==> config.mk <==
export PLATFORM = sky130hd
export DESIGN_NAME = alu_sequencer_flat
export DESIGN_NICKNAME = d
export VERILOG_FILES = /design/src/rtl/alu_sequencer_if.sv /design/src/rtl/alu_sequencer.sv /design/src/flat_wrapper.sv
export SDC_FILE = /design/constraint.sdc
export NUM_CORES = 1
export LEC_CHECK = 0
export CAP_MARGIN = 20
export CELL_PAD_IN_SITES_DETAIL_PLACEMENT = 1
export CELL_PAD_IN_SITES_GLOBAL_PLACEMENT = 1
export CORE_UTILIZATION = 29
export CTS_CLUSTER_DIAMETER = 80
export DETAILED_ROUTE_END_ITERATION = 10
export MAX_ROUTING_LAYER = met4
export PLACE_DENSITY = 0.75
export REMOVE_ABC_BUFFERS = 1
export SYNTH_ARGS = -nofsm -noshare
export SYNTH_HDL_FRONTEND = slang
export SYNTH_SLANG_ARGS = --single-unit
==> constraint.sdc <==
create_clock -name clk -period 2 [get_ports clk]
set_clock_uncertainty 0.1 [all_clocks]
set_input_delay 0.4 -clock clk [delete_from_list [all_inputs] [get_ports clk]]
set_output_delay 0.4 -clock clk [all_outputs]
set_load 0.05 [all_outputs]
==> src/rtl/alu_sequencer_if.sv <==
// Request, response and ALU-drive signals of alu_sequencer, bundled into one interface.
// slave is the sequencer's view and master is the view of whatever sits around it.
interface alu_sequencer_if;
    logic        req_valid;
    logic        req_ready;
    logic [2:0]  req_op;
    logic [31:0] req_a;
    logic [31:0] req_b;
    logic        rsp_valid;
    logic        rsp_ready;
    logic [31:0] rsp_data;
    logic [1:0]  rsp_cmp;
    logic        rsp_zero;
    logic        rsp_err;
    logic [31:0] alu_a;
    logic [31:0] alu_b;
    logic [2:0]  alu_cont;
    logic [31:0] alu_res;
    logic [31:0] alu_cmp;
    logic        alu_zero;

    modport slave (
        input  req_valid, req_op, req_a, req_b, rsp_ready, alu_res, alu_cmp, alu_zero,
        output req_ready, rsp_valid, rsp_data, rsp_cmp, rsp_zero, rsp_err, alu_a, alu_b, alu_cont
    );

    modport master (
        output req_valid, req_op, req_a, req_b, rsp_ready, alu_res, alu_cmp, alu_zero,
        input  req_ready, rsp_valid, rsp_data, rsp_cmp, rsp_zero, rsp_err, alu_a, alu_b, alu_cont
    );
endinterface

==> src/rtl/alu_sequencer.sv <==
// Sequencer in front of the combinational alu32; MUL (shift-add over 32 ALU adds) exists only with ALU_SEQ_MUL_EN.
// Latency is 2 cycles for single-pass ops, 33 for MUL and 1 for illegal ops; a response holds while rsp_ready is low.
module alu_sequencer (
    input  logic           clk,
    input  logic           rst_n,
    alu_sequencer_if.slave bus
);
    localparam logic [2:0] OP_ADD = 3'b000;
    localparam logic [2:0] OP_SUB = 3'b001;
    localparam logic [2:0] OP_AND = 3'b010;
    localparam logic [2:0] OP_OR  = 3'b011;
    localparam logic [2:0] OP_SLT = 3'b100;
    localparam logic [2:0] OP_CMP = 3'b101;
`ifdef ALU_SEQ_MUL_EN
    localparam logic [2:0] OP_MUL = 3'b110;
`endif

    localparam logic [2:0] CONT_AND = 3'b000;
    localparam logic [2:0] CONT_OR  = 3'b001;
    localparam logic [2:0] CONT_ADD = 3'b010;
    localparam logic [2:0] CONT_SUB = 3'b110;

`ifdef ALU_SEQ_MUL_EN
    typedef enum logic [1:0] {IDLE, EXEC, RESP, MUL_STEP} state_t;
`else
    typedef enum logic [1:0] {IDLE, EXEC, RESP} state_t;
`endif

    state_t      state;
    state_t      state_nxt;
    logic [2:0]  op_q;
    logic [31:0] a_q;
    logic [31:0] b_q;
    logic [31:0] alu_a;
    logic [31:0] alu_b;
    logic [2:0]  alu_cont;
    logic        req_single;
    logic        req_illegal;
    logic [31:0] exec_data;
    logic [31:0] rsp_data;
    logic [1:0]  rsp_cmp;
    logic        rsp_zero;
    logic        rsp_err;
    logic        alu_cmp_unused;

`ifdef ALU_SEQ_MUL_EN
    logic        req_mul;
    logic [31:0] acc;
    logic [31:0] mcand;
    logic [31:0] mplier;
    logic [4:0]  step;
`endif

    function automatic logic [2:0] cont_of(input logic [2:0] op);
        case (op)
            OP_ADD:  return CONT_ADD;
            OP_AND:  return CONT_AND;
            OP_OR:   return CONT_OR;
            default: return CONT_SUB;
        endcase
    endfunction

    always_comb begin
        req_single  = 1'b0;
        req_illegal = 1'b1;
`ifdef ALU_SEQ_MUL_EN
        req_mul     = 1'b0;
`endif
        case (bus.req_op)
            OP_ADD, OP_SUB, OP_AND, OP_OR, OP_SLT, OP_CMP: begin
                req_single  = 1'b1;
                req_illegal = 1'b0;
            end
`ifdef ALU_SEQ_MUL_EN
            OP_MUL: begin
                req_mul     = 1'b1;
                req_illegal = 1'b0;
            end
`endif
            default: ;
        endcase
    end

    always_comb begin
        state_nxt = state;
        alu_a     = '0;
        alu_b     = '0;
        alu_cont  = CONT_ADD;
        case (state)
            IDLE: begin
                if (bus.req_valid) begin
                    if (req_single)
                        state_nxt = EXEC;
`ifdef ALU_SEQ_MUL_EN
                    else if (req_mul)
                        state_nxt = MUL_STEP;
`endif
                    else
                        state_nxt = RESP;
                end
            end
            EXEC: begin
                alu_a     = a_q;
                alu_b     = b_q;
                alu_cont  = cont_of(op_q);
                state_nxt = RESP;
            end
`ifdef ALU_SEQ_MUL_EN
            MUL_STEP: begin
                alu_a = acc;
                alu_b = mplier[0] ? mcand : '0;
                if (step == 5'd31)
                    state_nxt = RESP;
            end
`endif
            RESP: begin
                if (bus.rsp_ready)
                    state_nxt = IDLE;
            end
            default: state_nxt = IDLE;
        endcase
    end

    // SLT/CMP read the ALU sign code as-is; wrapped differences keep the wrapped sign.
    always_comb begin
        case (op_q)
            OP_SLT:  exec_data = {31'b0, bus.alu_cmp[1:0] == 2'b10};
            OP_CMP:  exec_data = {30'b0, bus.alu_cmp[1:0]};
            default: exec_data = bus.alu_res;
        endcase
    end

    assign alu_cmp_unused = ^bus.alu_cmp[31:2];

    always_ff @(posedge clk or negedge rst_n) begin
        if (!rst_n)
            state <= IDLE;
        else
            state <= state_nxt;
    end

    always_ff @(posedge clk or negedge rst_n) begin
        if (!rst_n) begin
            op_q     <= '0;
            a_q      <= '0;
            b_q      <= '0;
            rsp_data <= '0;
            rsp_cmp  <= '0;
            rsp_zero <= 1'b0;
            rsp_err  <= 1'b0;
`ifdef ALU_SEQ_MUL_EN
            acc      <= '0;
            mcand    <= '0;
            mplier   <= '0;
            step     <= '0;
`endif
        end else begin
            if (state == IDLE && bus.req_valid) begin
                op_q <= bus.req_op;
                a_q  <= bus.req_a;
                b_q  <= bus.req_b;
`ifdef ALU_SEQ_MUL_EN
                acc    <= '0;
                mcand  <= bus.req_a;
                mplier <= bus.req_b;
                step   <= '0;
`endif
                if (req_illegal) begin
                    rsp_data <= '0;
                    rsp_cmp  <= '0;
                    rsp_zero <= 1'b0;
                    rsp_err  <= 1'b1;
                end
            end
            if (state == EXEC) begin
                rsp_data <= exec_data;
                rsp_cmp  <= bus.alu_cmp[1:0];
                rsp_zero <= bus.alu_zero;
                rsp_err  <= 1'b0;
            end
`ifdef ALU_SEQ_MUL_EN
            if (state == MUL_STEP) begin
                acc    <= bus.alu_res;
                mcand  <= mcand << 1;
                mplier <= mplier >> 1;
                step   <= step + 5'd1;
                if (step == 5'd31) begin
                    rsp_data <= bus.alu_res;
                    rsp_cmp  <= bus.alu_cmp[1:0];
                    rsp_zero <= bus.alu_zero;
                    rsp_err  <= 1'b0;
                end
            end
`endif
        end
    end

    assign bus.req_ready = (state == IDLE);
    assign bus.rsp_valid = (state == RESP);
    assign bus.rsp_data  = rsp_data;
    assign bus.rsp_cmp   = rsp_cmp;
    assign bus.rsp_zero  = rsp_zero;
    assign bus.rsp_err   = rsp_err;
    assign bus.alu_a     = alu_a;
    assign bus.alu_b     = alu_b;
    assign bus.alu_cont  = alu_cont;
endmodule

==> src/flat_wrapper.sv <==
// flat-port wrapper written by rule: the top's interface ports become plain ports
module alu_sequencer_flat 
  (clk, rst_n, bus_req_valid, bus_req_op, bus_req_a, bus_req_b, bus_rsp_ready, bus_alu_res, bus_alu_cmp, bus_alu_zero, bus_req_ready, bus_rsp_valid, bus_rsp_data, bus_rsp_cmp, bus_rsp_zero, bus_rsp_err, bus_alu_a, bus_alu_b, bus_alu_cont);
  alu_sequencer_if bus_i ();
  input  logic clk;
  input  logic rst_n;
  input wire logic [$bits(bus_i.req_valid)-1:0] bus_req_valid;
  input wire logic [$bits(bus_i.req_op)-1:0] bus_req_op;
  input wire logic [$bits(bus_i.req_a)-1:0] bus_req_a;
  input wire logic [$bits(bus_i.req_b)-1:0] bus_req_b;
  input wire logic [$bits(bus_i.rsp_ready)-1:0] bus_rsp_ready;
  input wire logic [$bits(bus_i.alu_res)-1:0] bus_alu_res;
  input wire logic [$bits(bus_i.alu_cmp)-1:0] bus_alu_cmp;
  input wire logic [$bits(bus_i.alu_zero)-1:0] bus_alu_zero;
  output wire logic [$bits(bus_i.req_ready)-1:0] bus_req_ready;
  output wire logic [$bits(bus_i.rsp_valid)-1:0] bus_rsp_valid;
  output wire logic [$bits(bus_i.rsp_data)-1:0] bus_rsp_data;
  output wire logic [$bits(bus_i.rsp_cmp)-1:0] bus_rsp_cmp;
  output wire logic [$bits(bus_i.rsp_zero)-1:0] bus_rsp_zero;
  output wire logic [$bits(bus_i.rsp_err)-1:0] bus_rsp_err;
  output wire logic [$bits(bus_i.alu_a)-1:0] bus_alu_a;
  output wire logic [$bits(bus_i.alu_b)-1:0] bus_alu_b;
  output wire logic [$bits(bus_i.alu_cont)-1:0] bus_alu_cont;
  assign bus_i.req_valid = bus_req_valid;
  assign bus_i.req_op = bus_req_op;
  assign bus_i.req_a = bus_req_a;
  assign bus_i.req_b = bus_req_b;
  assign bus_i.rsp_ready = bus_rsp_ready;
  assign bus_i.alu_res = bus_alu_res;
  assign bus_i.alu_cmp = bus_alu_cmp;
  assign bus_i.alu_zero = bus_alu_zero;
  assign bus_req_ready = bus_i.req_ready;
  assign bus_rsp_valid = bus_i.rsp_valid;
  assign bus_rsp_data = bus_i.rsp_data;
  assign bus_rsp_cmp = bus_i.rsp_cmp;
  assign bus_rsp_zero = bus_i.rsp_zero;
  assign bus_rsp_err = bus_i.rsp_err;
  assign bus_alu_a = bus_i.alu_a;
  assign bus_alu_b = bus_i.alu_b;
  assign bus_alu_cont = bus_i.alu_cont;
  alu_sequencer u_core (.clk(clk), .rst_n(rst_n), .bus(bus_i));
endmodule
# --- After elaboration in Yosys (flattened, before gate mapping) ---
# Index checks and enable logic that the tools add are counted.
totals:
  ram_bits: 0
  n_memories: 0
  in_bits: 136
  rom_bits: 0
  word_cells: 53
  latch_bits: 0
  register_bits: 105
op_classes:
  n_mul: 0
  n_eq_ne: 15
  add_sub_neg: 0
  n_lt_le_gt_ge: 0
  n_reduce_logical: 8
  div_mod_pow: 0
  shifts: 0
  muxes: 22
  bitwise_logic: 0
op_table:
  columns: ["operator", "n"]
  rows:
  - ["two-way mux 32 bit", 5]
  - ["case mux 32 bit (2 select lines)", 1]
  - ["== test 3 x 2 -> 1 bit (second input constant)", 4]
  - ["== test 3 bit (second input constant)", 4]
  - ["two-way mux 2 bit", 6]
  - ["case mux 3 bit (3 select lines)", 1]
  - ["two-way mux 1 bit", 7]
  - ["zero test 3 bit", 2]
  - ["case mux 2 bit (3 select lines)", 1]
  - ["OR reduction 6 bit", 1]
  - ["== test 2 bit (second input constant)", 2]
  - ["inequality test 2 bit (second input constant)", 2]
  - ["AND reduction 2 bit", 2]
  - ["== test 3 x 1 -> 1 bit (second input constant)", 1]
  - ["two-way mux 3 bit", 1]
  - ["== test 2 x 1 -> 1 bit (second input constant)", 1]
  - ["zero test 2 bit", 1]
  - ["inequality test 2 x 1 -> 1 bit (second input constant)", 1]
  - ["nonzero test 2 bit", 1]
  - ["logical AND 1 bit", 1]

# --- Depth between registers and ports, before layout ---
# Gate-level depths: netlist of the first run.
logic_depth:
  word_depth: 6
  ltp_mapped: 6
  mapped_depth_nobuf: 3

# --- Worst setup path before layout of the first run ---
# No wires, ideal clock.
synth_path:
  path_type: "reg2out"
  start: "reg u_core.state[1]"
  end: "out bus_alu_cont[0]"
  n_path_buf: 0
  arrival_ns: 1.856
  path_stages_with_launch: 4
  t_required_ns: 1.500
  path_slack_ns: -0.356
  path_cell_list: "dfrtp_1 nand2b_1 or3_1 nor2_1"
synth_via:
  elab_chain_cells: 2
synth_rtl:
  columns: ["item", "line", "rtl"]
  rows:
  - ["start: declaration", "alu_sequencer.sv:29", "state_t state;"]
  - ["start signal: assignment", "alu_sequencer.sv:139", "state <= state_nxt;"]
  - ["== test 2 x 1 -> 1 bit", "alu_sequencer.sv:89", "case (state)"]
  - ["two-way mux 3 bit", "alu_sequencer.sv:89", null]
  - ["end: declaration", "flat_wrapper.sv:23", "output wire logic [$bits(bus_i.alu_cont)-1:0] bus_alu_cont;"]
# No other way between the ends.

# --- Worst setup path in the final report of the first run ---
layout_path:
  start: "reg u_core.state[1]"
  end: "out bus_alu_b[29]"
layout_via:
  elab_chain_cells: 2
layout_rtl:
  columns: ["item", "line", "rtl"]
  rows:
  - ["== test 2 x 1 -> 1 bit", "alu_sequencer.sv:89", null]
  - ["two-way mux 32 bit", "alu_sequencer.sv:89", null]
  - ["end: declaration", "flat_wrapper.sv:22", "output wire logic [$bits(bus_i.alu_b)-1:0] bus_alu_b;"]
# No other way between the ends.

==> results of run 1 <==
==> worst paths after layout <==
kind | startpoint | end | cells past startpoint
min in group asynchronous | rst_n | u_core.a_q[23]$_DFFE_PN0P_ | 3
worst max-delay path | u_core.state[1]$_DFFE_PN0P_ | bus_alu_b[29] | 5
worst max register to register | u_core.state[0]$_DFFE_PN0P_ | u_core.bus.rsp_data[26]$_DFFE_PN0P_ | 8
worst min-delay path | u_core.bus.rsp_data[0]$_DFFE_PN0P_ | u_core.bus.rsp_data[0]$_DFFE_PN0P_ | 1
max in group asynchronous | rst_n | u_core.bus.rsp_data[4]$_DFFE_PN0P_ | 3
worst min register to register | u_core.bus.rsp_data[0]$_DFFE_PN0P_ | u_core.bus.rsp_data[0]$_DFFE_PN0P_ | 1
==> area by class of cell <==
class	instances	area (µm²)
tap	184	230.2
sequential	105	2629
inverter	3	11.26
clock buffer	13	260.3
clock inverter	3	15.01
multi-input combinational	187	1837
fill	1428	6518
timing repair buffer	241	3144
==> flip-flops by register name, indices dropped and copies added, names as in the netlist <==
register	flops
u_core.a_q	32
u_core.b_q	32
u_core.bus.rsp_cmp	2
u_core.bus.rsp_data	32
u_core.bus.rsp_err	1
u_core.bus.rsp_zero	1
u_core.op_q	3
u_core.state	2
==> what timing repair did <==
| action | CTS | global route |
|---|---|---|
| pin swaps | 5 | 64 |
| hold endpoints to repair | 60 | 0 |
| buffers inserted | 3 | 5 |
| cloned | 2 | 7 |
| gates resized for setup | 51 | 32 |
| hold buffers | 1 | 0 |
| endpoints found under the setup margin | 69 | 67 |
==> layout by cell type, fill, tap and decap left out, types with 3 or more instances in the layout <==
cell type,n
clkdlybuf4s50_1,104
dlygate4sd2_1,4
and2_4,65
dfrtp_1,104
buf_12,73
clkbuf_16,14
a22o_1,33
mux2_4,8
inv_1,3
mux2_2,59
buf_4,47
buf_6,3
clkinv_2,3
==> per-layer routing <==
| metal | up-vias | GRT usage, % |
|---|---|---|
| met2 | 149 | 29.68 |
| met1 | 1696 | 21.58 |
| met4 | 0 | 6.887 |
| li1 | 1561 | - |
| met5 | - | - |
| met3 | 15 | 3.050 |
==> power by group <==
part	leakage, nW	total, mW	switching, mW	internal, mW
logic	2.15	6.53	3.49	3.05
clock network	0.139	1.66	0.748	0.907
registers	1.27	3.77	0.643	3.13
total	3.57	12.0	4.88	7.08
==> worst max-delay path, stage by stage, from the launching register on <==
cell	delay [ns]
dfrtp_1	0.40
and2b_4	0.30
buf_12	0.15
clkbuf_16	0.16
and2_4	0.15
buf_12	0.13
==> synth_stat cells <==
cell       number  area, µm²
dfrtp_1       105       2628
buf_6           2      22.52
inv_1           3      11.26
a22o_1         33      289.0
o2bb2ai_1       2      17.52
buf_4           3      22.52
a21boi_0        1      7.510
o21ai_0         1      5.000
mux2_4          8      120.1
nor2_1          5      18.77
mux2_2         59      664.4
a21oi_1         2      10.01
a211oi_1        1      7.510
or3_1           1      6.260
clkbuf_1       10      37.54
a32o_1          1      10.01
nor3b_1         1      7.510
and2_1         65      406.6
o31ai_1         1      7.510
buf_2           6      30.03
and4b_1         1      10.01
and2b_1         1      7.510
a41oi_2         1      16.27
nand2b_1        2      12.51
nor2b_1         1      6.260
==> metrics by stage <==
stage	setup WS (ns)	power (mW)	utilization (%)
2_1_floorplan	-1.562	7.193	-
3_3_place_gp	0.05317	9.576	50.19
3_5_place_dp	0.03362	9.747	50.19
4_1_cts	-0.1551	11.70	53.51
5_1_grt	-0.1980	12.51	55.49
6_report	-0.1451	11.96	55.49
==> logic make-up after synthesis <==
group | count (synthesis) | synth area share [%]
flops | 105 | 59.97
buf+inv | 24 | 2.827
mux | 67 | 17.90
simple gates | 77 | 10.85
compound gates | 43 | 8.453
==> impl_metrics.env, run 1 <==
export IMPL_status="complete, but fails checks"
export IMPL_violations="design-rule violations, negative setup slack"
export IMPL_rrSetupSlack_ns=-0.01
export IMPL_clkSinkCount=105
export IMPL_grt_max_degree=61
export IMPL_grt_pass1_vias=3663
export IMPL_stdcell_count=736
export IMPL_finalSetupViolCount=74
export IMPL_die_w_um=124.9
export IMPL_drt_wl_total_mm=13.92
export IMPL_avgViaCountPerCell=4.648
export IMPL_n_antenna_cell=0
export IMPL_max_vdd_ir_drop_mv=1.078
export IMPL_cts_buffers=9
export IMPL_wl_met3_um=797
export IMPL_path_clk_slew_ns=0.07
export IMPL_grt_pass1_wl_mm=20.58
export IMPL_final_area_um2=8127
export IMPL_crit_type="register to output pin"
export IMPL_syn_inst=316
export IMPL_slew_headroom_pct=63.68
export IMPL_setup_ws_ns=-0.1451
export IMPL_fp_coreArea_um2=14640
export IMPL_drive_above_1_share_pct=51.81
export IMPL_clock_root_buffer="clkbuf_16"
export IMPL_p_leak_nw=3.566
export IMPL_wl_met2_mm=7.160
export IMPL_first_iter_violations=127
export IMPL_nets=683
export IMPL_hold_class="register to register"
export IMPL_cp_required_ns=1.50
export IMPL_finalHoldViolCount=0
export IMPL_whs_ns=0.3998
export IMPL_wl_per_cell_um=18.92
export IMPL_initial_core_util_pct=29.92
export IMPL_clock_path_buffers=2
export IMPL_die_h_um=124.9
export IMPL_routabilityCongestion=0.7511
export IMPL_drc=34
export IMPL_period_minus_slack_ns=2.145
export IMPL_grt_ovfl_total=0
export IMPL_critPathLaunchType="register"
export IMPL_track_usage_pct=17.81
export IMPL_fmax_ghz=0.4662
export IMPL_dr_total_vias=3421
export IMPL_tritoncts="yes"
export IMPL_rows=44
export IMPL_fin_setup_tns_ns=-6.865
export IMPL_die_area_um2=15610
export IMPL_cp_max_fo=8
export IMPL_maxCapViolCount=0
export IMPL_yosys_warnings=0
export IMPL_syn_to_final_growth_pct=85.47
export IMPL_worstSkewPairLatency_ns=0.35
export IMPL_placed_cell_area_um2=7350
export IMPL_yosysUniqueCellTypes=25
export IMPL_port_buffers=210
export IMPL_top_layer="met4"
export IMPL_io_pins=241
export IMPL_hpwl_mm=9.109
export IMPL_rsz0062_at_grt="yes"
export IMPL_wl_met1_mm=5.734
export IMPL_ys_seq_area_share_pct=59.97
export IMPL_powerDensity_nw_per_um2=1472
export IMPL_first_pass_iters=7
export IMPL_antenna_found_initial=0
export IMPL_critPathArrivalTime_ns=1.65
export IMPL_synth_seq_cells=105
export IMPL_fin_crit_sh_pct=107.3
export IMPL_cts_htree_levels=3
export IMPL_dp_cells=702
export IMPL_ant_nets=0
export IMPL_postSynthAreaPerCell_um2=13.87
export IMPL_maxSlewViolCount=0
export IMPL_endpoint_kind="output pin"
export IMPL_netlist_area_um2=4382
export IMPL_tightest_slew_ns=0.5448
(Power assumes the default switching activity.)
==> inputs of run 2 (changes only) <==
--- a/config.mk
+++ b/config.mk
@@ -12,7 +12,7 @@
 export CTS_CLUSTER_DIAMETER = 80
 export DETAILED_ROUTE_END_ITERATION = 10
 export MAX_ROUTING_LAYER = met4
-export PLACE_DENSITY = 0.75
+export PLACE_DENSITY_LB_ADDON = 0.1
 export REMOVE_ABC_BUFFERS = 1
 export SYNTH_ARGS = -nofsm -noshare
 export SYNTH_HDL_FRONTEND = slang
==> run 2 against run 1 <==
Effect of this change:
- the run still ends with design-rule violations, negative setup slack left
- global-route usage fell by 0.59 points
- first-iteration DRC count rose by 16%
- via count fell by 1.7%
- sequential power fell by 1%
- die area did not move
- final area fell by 0.94%
- setup slack improved by 0.015 ns
- core utilization fell by 0.52 points
- cell count fell by 1.1%
- non-clock buffer count fell by 8
- count of clock-buffer cells in the layout rose by 1
- clock power rose by 10%
- critical path type unchanged
- critical endpoint is now bus_alu_a[4]
- largest cell class unchanged
==> impl_metrics.env, run 2 (same netlist as run 1, synthesis figures left out) <==
export IMPL_status="complete, but fails checks"
export IMPL_violations="design-rule violations, negative setup slack"
export IMPL_ant_nets=0
export IMPL_placed_cell_area_um2=7366
export IMPL_drt_wl_total_mm=13.48
export IMPL_fin_crit_sh_pct=106.5
export IMPL_reg_top3="u_core.a_q (32), u_core.b_q (32), u_core.bus.rsp_data (32)"
export IMPL_rows=44
export IMPL_io_pins=241
export IMPL_maxSlewViolCount=0
export IMPL_finalSetupViolCount=65
export IMPL_clkSinkCount=105
export IMPL_grt_pass1_wl_mm=20.15
export IMPL_powerDensity_nw_per_um2=1486
export IMPL_cts_buffers=9
export IMPL_slew_headroom_pct=66.72
export IMPL_drc=30
export IMPL_final_common_cell="dfrtp_1"
export IMPL_cp_startpoint="u_core.state[1]$_DFFE_PN0P_"
export IMPL_grt_pass1_vias=3560
export IMPL_whs_ns=0.4016
export IMPL_max_vdd_ir_drop_mv=1.036
export IMPL_r2r_cells=6
export IMPL_syn_to_final_growth_pct=83.72
export IMPL_crit_type="register to output pin"
export IMPL_first_iter_violations=147
export IMPL_tightest_slew_ns=0.5012
export IMPL_cp_cell_sequence="and2b_4, buf_12, clkbuf_16, and2_4, buf_12"
export IMPL_rsz0062_at_grt="yes"
export IMPL_maxCapViolCount=0
export IMPL_final_area_um2=8050
export IMPL_grt_ovfl_total=0
export IMPL_hold_class="input pin to async pin"
export IMPL_die_h_um=124.9
export IMPL_antenna_found_initial=0
export IMPL_crit_slowest_cell="dfrtp_1"
export IMPL_endpoint_kind="output pin"
export IMPL_setup_ws_ns=-0.1297
export IMPL_endpoint="bus_alu_a[4]"
export IMPL_hpwl_mm=9.009
export IMPL_fill_cells=1431
export IMPL_clock_root_buffer="clkbuf_16"
export IMPL_drive_above_1_share_pct=50.37
export IMPL_wl_per_cell_um=18.52
export IMPL_dp_cells=700
export IMPL_dr_total_vias=3364
export IMPL_timing_rr_end="u_core.bus.rsp_data[7]$_DFFE_PN0P_"
export IMPL_stdcell_count=728
export IMPL_critPathLaunchType="register"
export IMPL_nets=675
export IMPL_cts_htree_levels=3
export IMPL_timing_rr_start="u_core.state[0]$_DFFE_PN0P_"
export IMPL_clock_path_buffers=2
export IMPL_finalHoldViolCount=0
export IMPL_critPathArrivalTime_ns=1.63
export IMPL_most_common_layout_cells="dfrtp_1 (105), clkdlybuf4s50_1 (104), buf_12 (76), and2_4 (65), mux2_2 (59)"
export IMPL_first_pass_iters=7
export IMPL_cp_max_fo=11
export IMPL_grt_max_degree=46
export IMPL_die_w_um=124.9
export IMPL_fmax_ghz=0.4696
export IMPL_tritoncts="yes"
export IMPL_p_leak_nw=3.527
export IMPL_avgViaCountPerCell=4.621
export IMPL_critPathMaxStageDelay_ns=0.41
export IMPL_cp_required_ns=1.50
export IMPL_port_buffers=210
export IMPL_fp_coreArea_um2=14640
export IMPL_crit_path_frequent_cell="buf_12"
export IMPL_rrSetupSlack_ns=0.20
export IMPL_path_clk_slew_ns=0.07
export IMPL_routabilityCongestion=0.6972
export IMPL_fin_util_pct=54.97
export IMPL_period_minus_slack_ns=2.130
export IMPL_worstSkewPairLatency_ns=0.34
export IMPL_n_antenna_cell=0
export IMPL_die_area_um2=15610
export IMPL_track_usage_pct=17.22
export IMPL_initial_core_util_pct=29.92
-- run 2: changes by cell type in the layout (fill, tap and decap cells not counted), sizes merged --
cell / change
bufinv: +1
dlygate4sd2: +2
buf: -9
clkinv: -2
-- run 2: layer usage --
layer | wire length [µm] | vias to the layer above | track usage, %
met5 | 0 | - | -
met4 | 173 | 0 | 4.950
met3 | 902 | 12 | 4.081
met2 | 6547 | 138 | 26.93
met1 | 5858 | 1673 | 22.28
li1 | - | 1541 | -
-- run 2: final cells by class --
class                      instances  area (µm²)  area share (%)
sequential                       105        2628           32.64
inverter                           3       11.26          0.1399
clock buffer                      14       274.0           3.404
tap                              184       230.2           2.860
multi-input combinational        187        1813           22.52
timing repair buffer             233        3059           38.00
clock inverter                     2       35.03          0.4352
-- run 2: power by group --
part	switching [mW]	internal, mW
logic	3.44	2.96
clock network	0.754	1.07
registers	0.604	3.13
-- run 2: timing repair --
item,4_1_cts,5_1_grt
setup endpoints to repair,71,67
hold buffers,1,0
pin swaps,9,16
cloned,0,7
resized for setup,34,46
buffers inserted,0,4
endpoints found under the hold margin,21,0
-- run 2: metrics by stage --
step                power (mW)  worst slack (ns)  setup TNS (ns)
global route             12.51           -0.1822          -10.41
CTS                      11.71           -0.1460          -7.206
finish                   11.96           -0.1297          -7.159
global placement         9.621           0.07934               0
detailed placement       9.770           0.05329               0
floorplan                7.193            -1.562         -138.15
-- run 2: worst max-delay path: cells and delay by family, from the launching register on --
family | cells | cell delay [ns]
buffers and inverters | 3 | 0.43
DFF | 1 | 0.41
and+or+nand+nor | 2 | 0.45
-- run 2: worst min-delay path by stage --
stage                     depth (start not counted)                   endpoint   from
after detailed placement                          1  u_core.a_q[6]$_DFFE_PN0P_  rst_n
after global placement                            1  u_core.a_q[6]$_DFFE_PN0P_  rst_n
after CTS                                         2  u_core.a_q[6]$_DFFE_PN0P_  rst_n
final                                             2  u_core.a_q[6]$_DFFE_PN0P_  rst_n
after floorplan                                   0  u_core.a_q[0]$_DFFE_PN0P_  rst_n
after global routing                              2  u_core.a_q[6]$_DFFE_PN0P_  rst_n
==> inputs of run 3 (changes only) <==
--- a/config.mk
+++ b/config.mk
@@ -8,6 +8,7 @@
 export CAP_MARGIN = 20
 export CELL_PAD_IN_SITES_DETAIL_PLACEMENT = 1
 export CELL_PAD_IN_SITES_GLOBAL_PLACEMENT = 1
+export CORE_MARGIN = 5
 export CORE_UTILIZATION = 29
 export CTS_CLUSTER_DIAMETER = 80
 export DETAILED_ROUTE_END_ITERATION = 10
==> run 3 against run 2 <==
Effect of this change:
- the flow finishes with violations (negative setup slack)
- power down 2.9%
- clock power down 2%
- setup slack better by 0.0076 ns
- worst hold slack got worse by 0.0040 ns
- non-clock buffer count down 8
- first-iteration DRC count fell by 44%
- routed wire length fell by 0.73%
- largest cell class unchanged
- count of clock-buffer cells in the layout is 3 lower
- sequential share of layout area rose by 1.0 points
- final area is 3.1% lower
- sequential cell count did not move
- register-to-register slack improved by 0.12 ns
==> impl_metrics.env, run 3 (same netlist as run 1, synthesis figures left out) <==
export IMPL_status="complete, but fails checks"
export IMPL_violations="negative setup slack"
export IMPL_slew_headroom_pct=71.80
export IMPL_finalHoldViolCount=0
export IMPL_fmax_ghz=0.4712
export IMPL_cts_htree_levels=3
export IMPL_path_buf_inv=2
export IMPL_avgViaCountPerCell=4.547
export IMPL_endpoint_kind="output pin"
export IMPL_ant_nets=0
export IMPL_powerDensity_nw_per_um2=1489
export IMPL_cp_required_ns=1.50
export IMPL_clock_root_buffer="clkbuf_16"
export IMPL_maxSlewViolCount=0
export IMPL_die_area_um2=17670
export IMPL_p_leak_nw=3.380
export IMPL_pre_cts_ws_ns=0.02386
export IMPL_most_common_layout_cells="clkdlybuf4s50_1 (104), dfrtp_1 (104), buf_12 (73), mux2_2 (59), buf_4 (44)"
export IMPL_p_int_mw=6.878
export IMPL_dr_total_vias=3292
export IMPL_drt_wl_total_mm=13.38
export IMPL_crit_type="register to output pin"
export IMPL_rsz0062_at_grt="yes"
export IMPL_swShare_pct=40.80
export IMPL_setup_ws_ns=-0.1220
export IMPL_stdcell_count=724
export IMPL_pwr_share_seq_pct=31.8
export IMPL_path_clk_slew_ns=0.07
export IMPL_worstSkewPairLatency_ns=0.35
export IMPL_hold_class="register to register"
export IMPL_maxCapViolCount=0
export IMPL_track_usage_pct=15.38
export IMPL_clock_path_buffers=2
export IMPL_reg_top3="u_core.a_q (32), u_core.b_q (32), u_core.bus.rsp_data (32)"
export IMPL_tightest_slew_ns=0.4231
export IMPL_nets=667
export IMPL_cp_cell_sequence="buf_4, nand2b_4, or3_4, nor2_4, buf_12"
export IMPL_io_pins=241
export IMPL_grt_pass1_wl_mm=20.78
export IMPL_p_clk_share_pct=15.4
export IMPL_finalSetupViolCount=66
export IMPL_final_area_um2=7804
export IMPL_grt_pass1_vias=3639
export IMPL_dp_cells=705
export IMPL_tritoncts="yes"
export IMPL_drc=0
export IMPL_period_minus_slack_ns=2.122
export IMPL_die_h_um=132.9
export IMPL_die_w_um=132.9
export IMPL_n_antenna_cell=0
export IMPL_fin_crit_sh_pct=106.1
export IMPL_wl_per_cell_um=18.49
export IMPL_critPathLaunchType="register"
export IMPL_critPathArrivalTime_ns=1.62
export IMPL_first_iter_violations=83
export IMPL_max_vdd_ir_drop_mv=1.088
export IMPL_placed_cell_area_um2=7361
export IMPL_antenna_found_initial=0
export IMPL_critPathMaxStageDelay_ns=0.39
export IMPL_initial_core_util_pct=29.15
export IMPL_combinationalPowerShare_pct=52.9
export IMPL_clkSinkCount=105
export IMPL_grt_max_degree=53
export IMPL_switchingPower_mw=4.741
export IMPL_syn_to_final_growth_pct=78.10
export IMPL_grt_ovfl_total=0
export IMPL_hpwl_mm=9.651
export IMPL_first_pass_iters=4
export IMPL_rows=45
export IMPL_fin_setup_tns_ns=-5.304
export IMPL_crit_slowest_cell="dfrtp_1"
export IMPL_fp_coreArea_um2=15030
export IMPL_fill_cells=1466
export IMPL_cpLargestDelayFamily="simple AND/OR/NAND/NOR gates"
export IMPL_total_power_mw=11.62
export IMPL_cp_max_fo=3
export IMPL_cts_buffers=9
export IMPL_routabilityCongestion=0.7086
export IMPL_drive_above_1_share_pct=44.22
export IMPL_port_buffers=210
## run 3: cell types whose count changed in the layout (fill, tap and decap cells not counted), sizes merged
cell | previous run | this run
dlygate4sd2 | 6 | 0
buf | 118 | 119
clkinvlp | 0 | 2
clkinv | 1 | 2
clkbuf | 18 | 12
## run 3: metal layers
layer | track usage [%] | up-vias | part of all wire, %
met4 | 5.023 | 0 | 1.3
met2 | 22.83 | 140 | 47
li1 | - | 1523 | -
met5 | - | - | 0
met1 | 20.53 | 1616 | 46
met3 | 4.030 | 13 | 6.3
## run 3: per-stage QoR
step	hold WS, ns	utilization (%)
finish	0.3976	51.91
global route	0.4154	51.91
CTS	0.4041	51.04
detailed placement	0.2728	48.96
global placement	0.2759	48.96
floorplan	0.004409	-
## run 3: cell type report
cell class	instances	area, µm²	area share, %
clock buffers	11	242.7	3.110
clock inverters	5	55.05	0.7055
inverters	3	11.26	0.1443
multi-input cells	187	1740	22.30
flip-flops and latches	105	2629	33.69
well taps	188	235.2	3.014
repair buffers	225	2890	37.04
## run 3: repair_timing
item | CTS | global route
hold endpoints to repair | 28 | 0
gates cloned | 0 | 1
endpoints found under the setup margin | 65 | 67
pin swaps | 1 | 0
buffers inserted | 0 | 1
gates resized for setup | 2 | 34
hold buffers | 1 | 0
## run 3: power groups by stage
stage          clock network (mW)  registers [mW]  logic [mW]
2_1_floorplan                   0            4.84        2.35
3_3_place_gp                    0            3.65        5.97
3_5_place_dp                    0            3.68        6.07
4_1_cts                      1.85            3.68        6.06
5_1_grt                      1.93            3.83        6.45
6_report                     1.79            3.69        6.14
## run 3: worst paths after layout
kind                                                    end  slack [ns]  cells after the start                   startpoint
worst max register to register    u_core.a_q[2]$_DFFE_PN0P_        0.32                      4  u_core.state[0]$_DFFE_PN0P_
worst max-delay path                        bus_alu_cont[0]       -0.12                      5  u_core.state[1]$_DFFE_PN0P_
max in group asynchronous       u_core.state[0]$_DFFE_PN0P_        0.78                      3                        rst_n
worst min-delay path             u_core.a_q[29]$_DFFE_PN0P_        0.40                      1   u_core.a_q[29]$_DFFE_PN0P_
min in group asynchronous        u_core.b_q[28]$_DFFE_PN0P_        0.43                      2                        rst_n
worst min register to register   u_core.a_q[29]$_DFFE_PN0P_        0.40                      1   u_core.a_q[29]$_DFFE_PN0P_
## run 3: worst reg2reg max path: cells and delay by family (launching register included)
family	cells	cell delay, ns
DFF	1	0.46
and+or+nand+nor	2	0.40
muxes	1	0.38
buffers and inverters	1	0.22
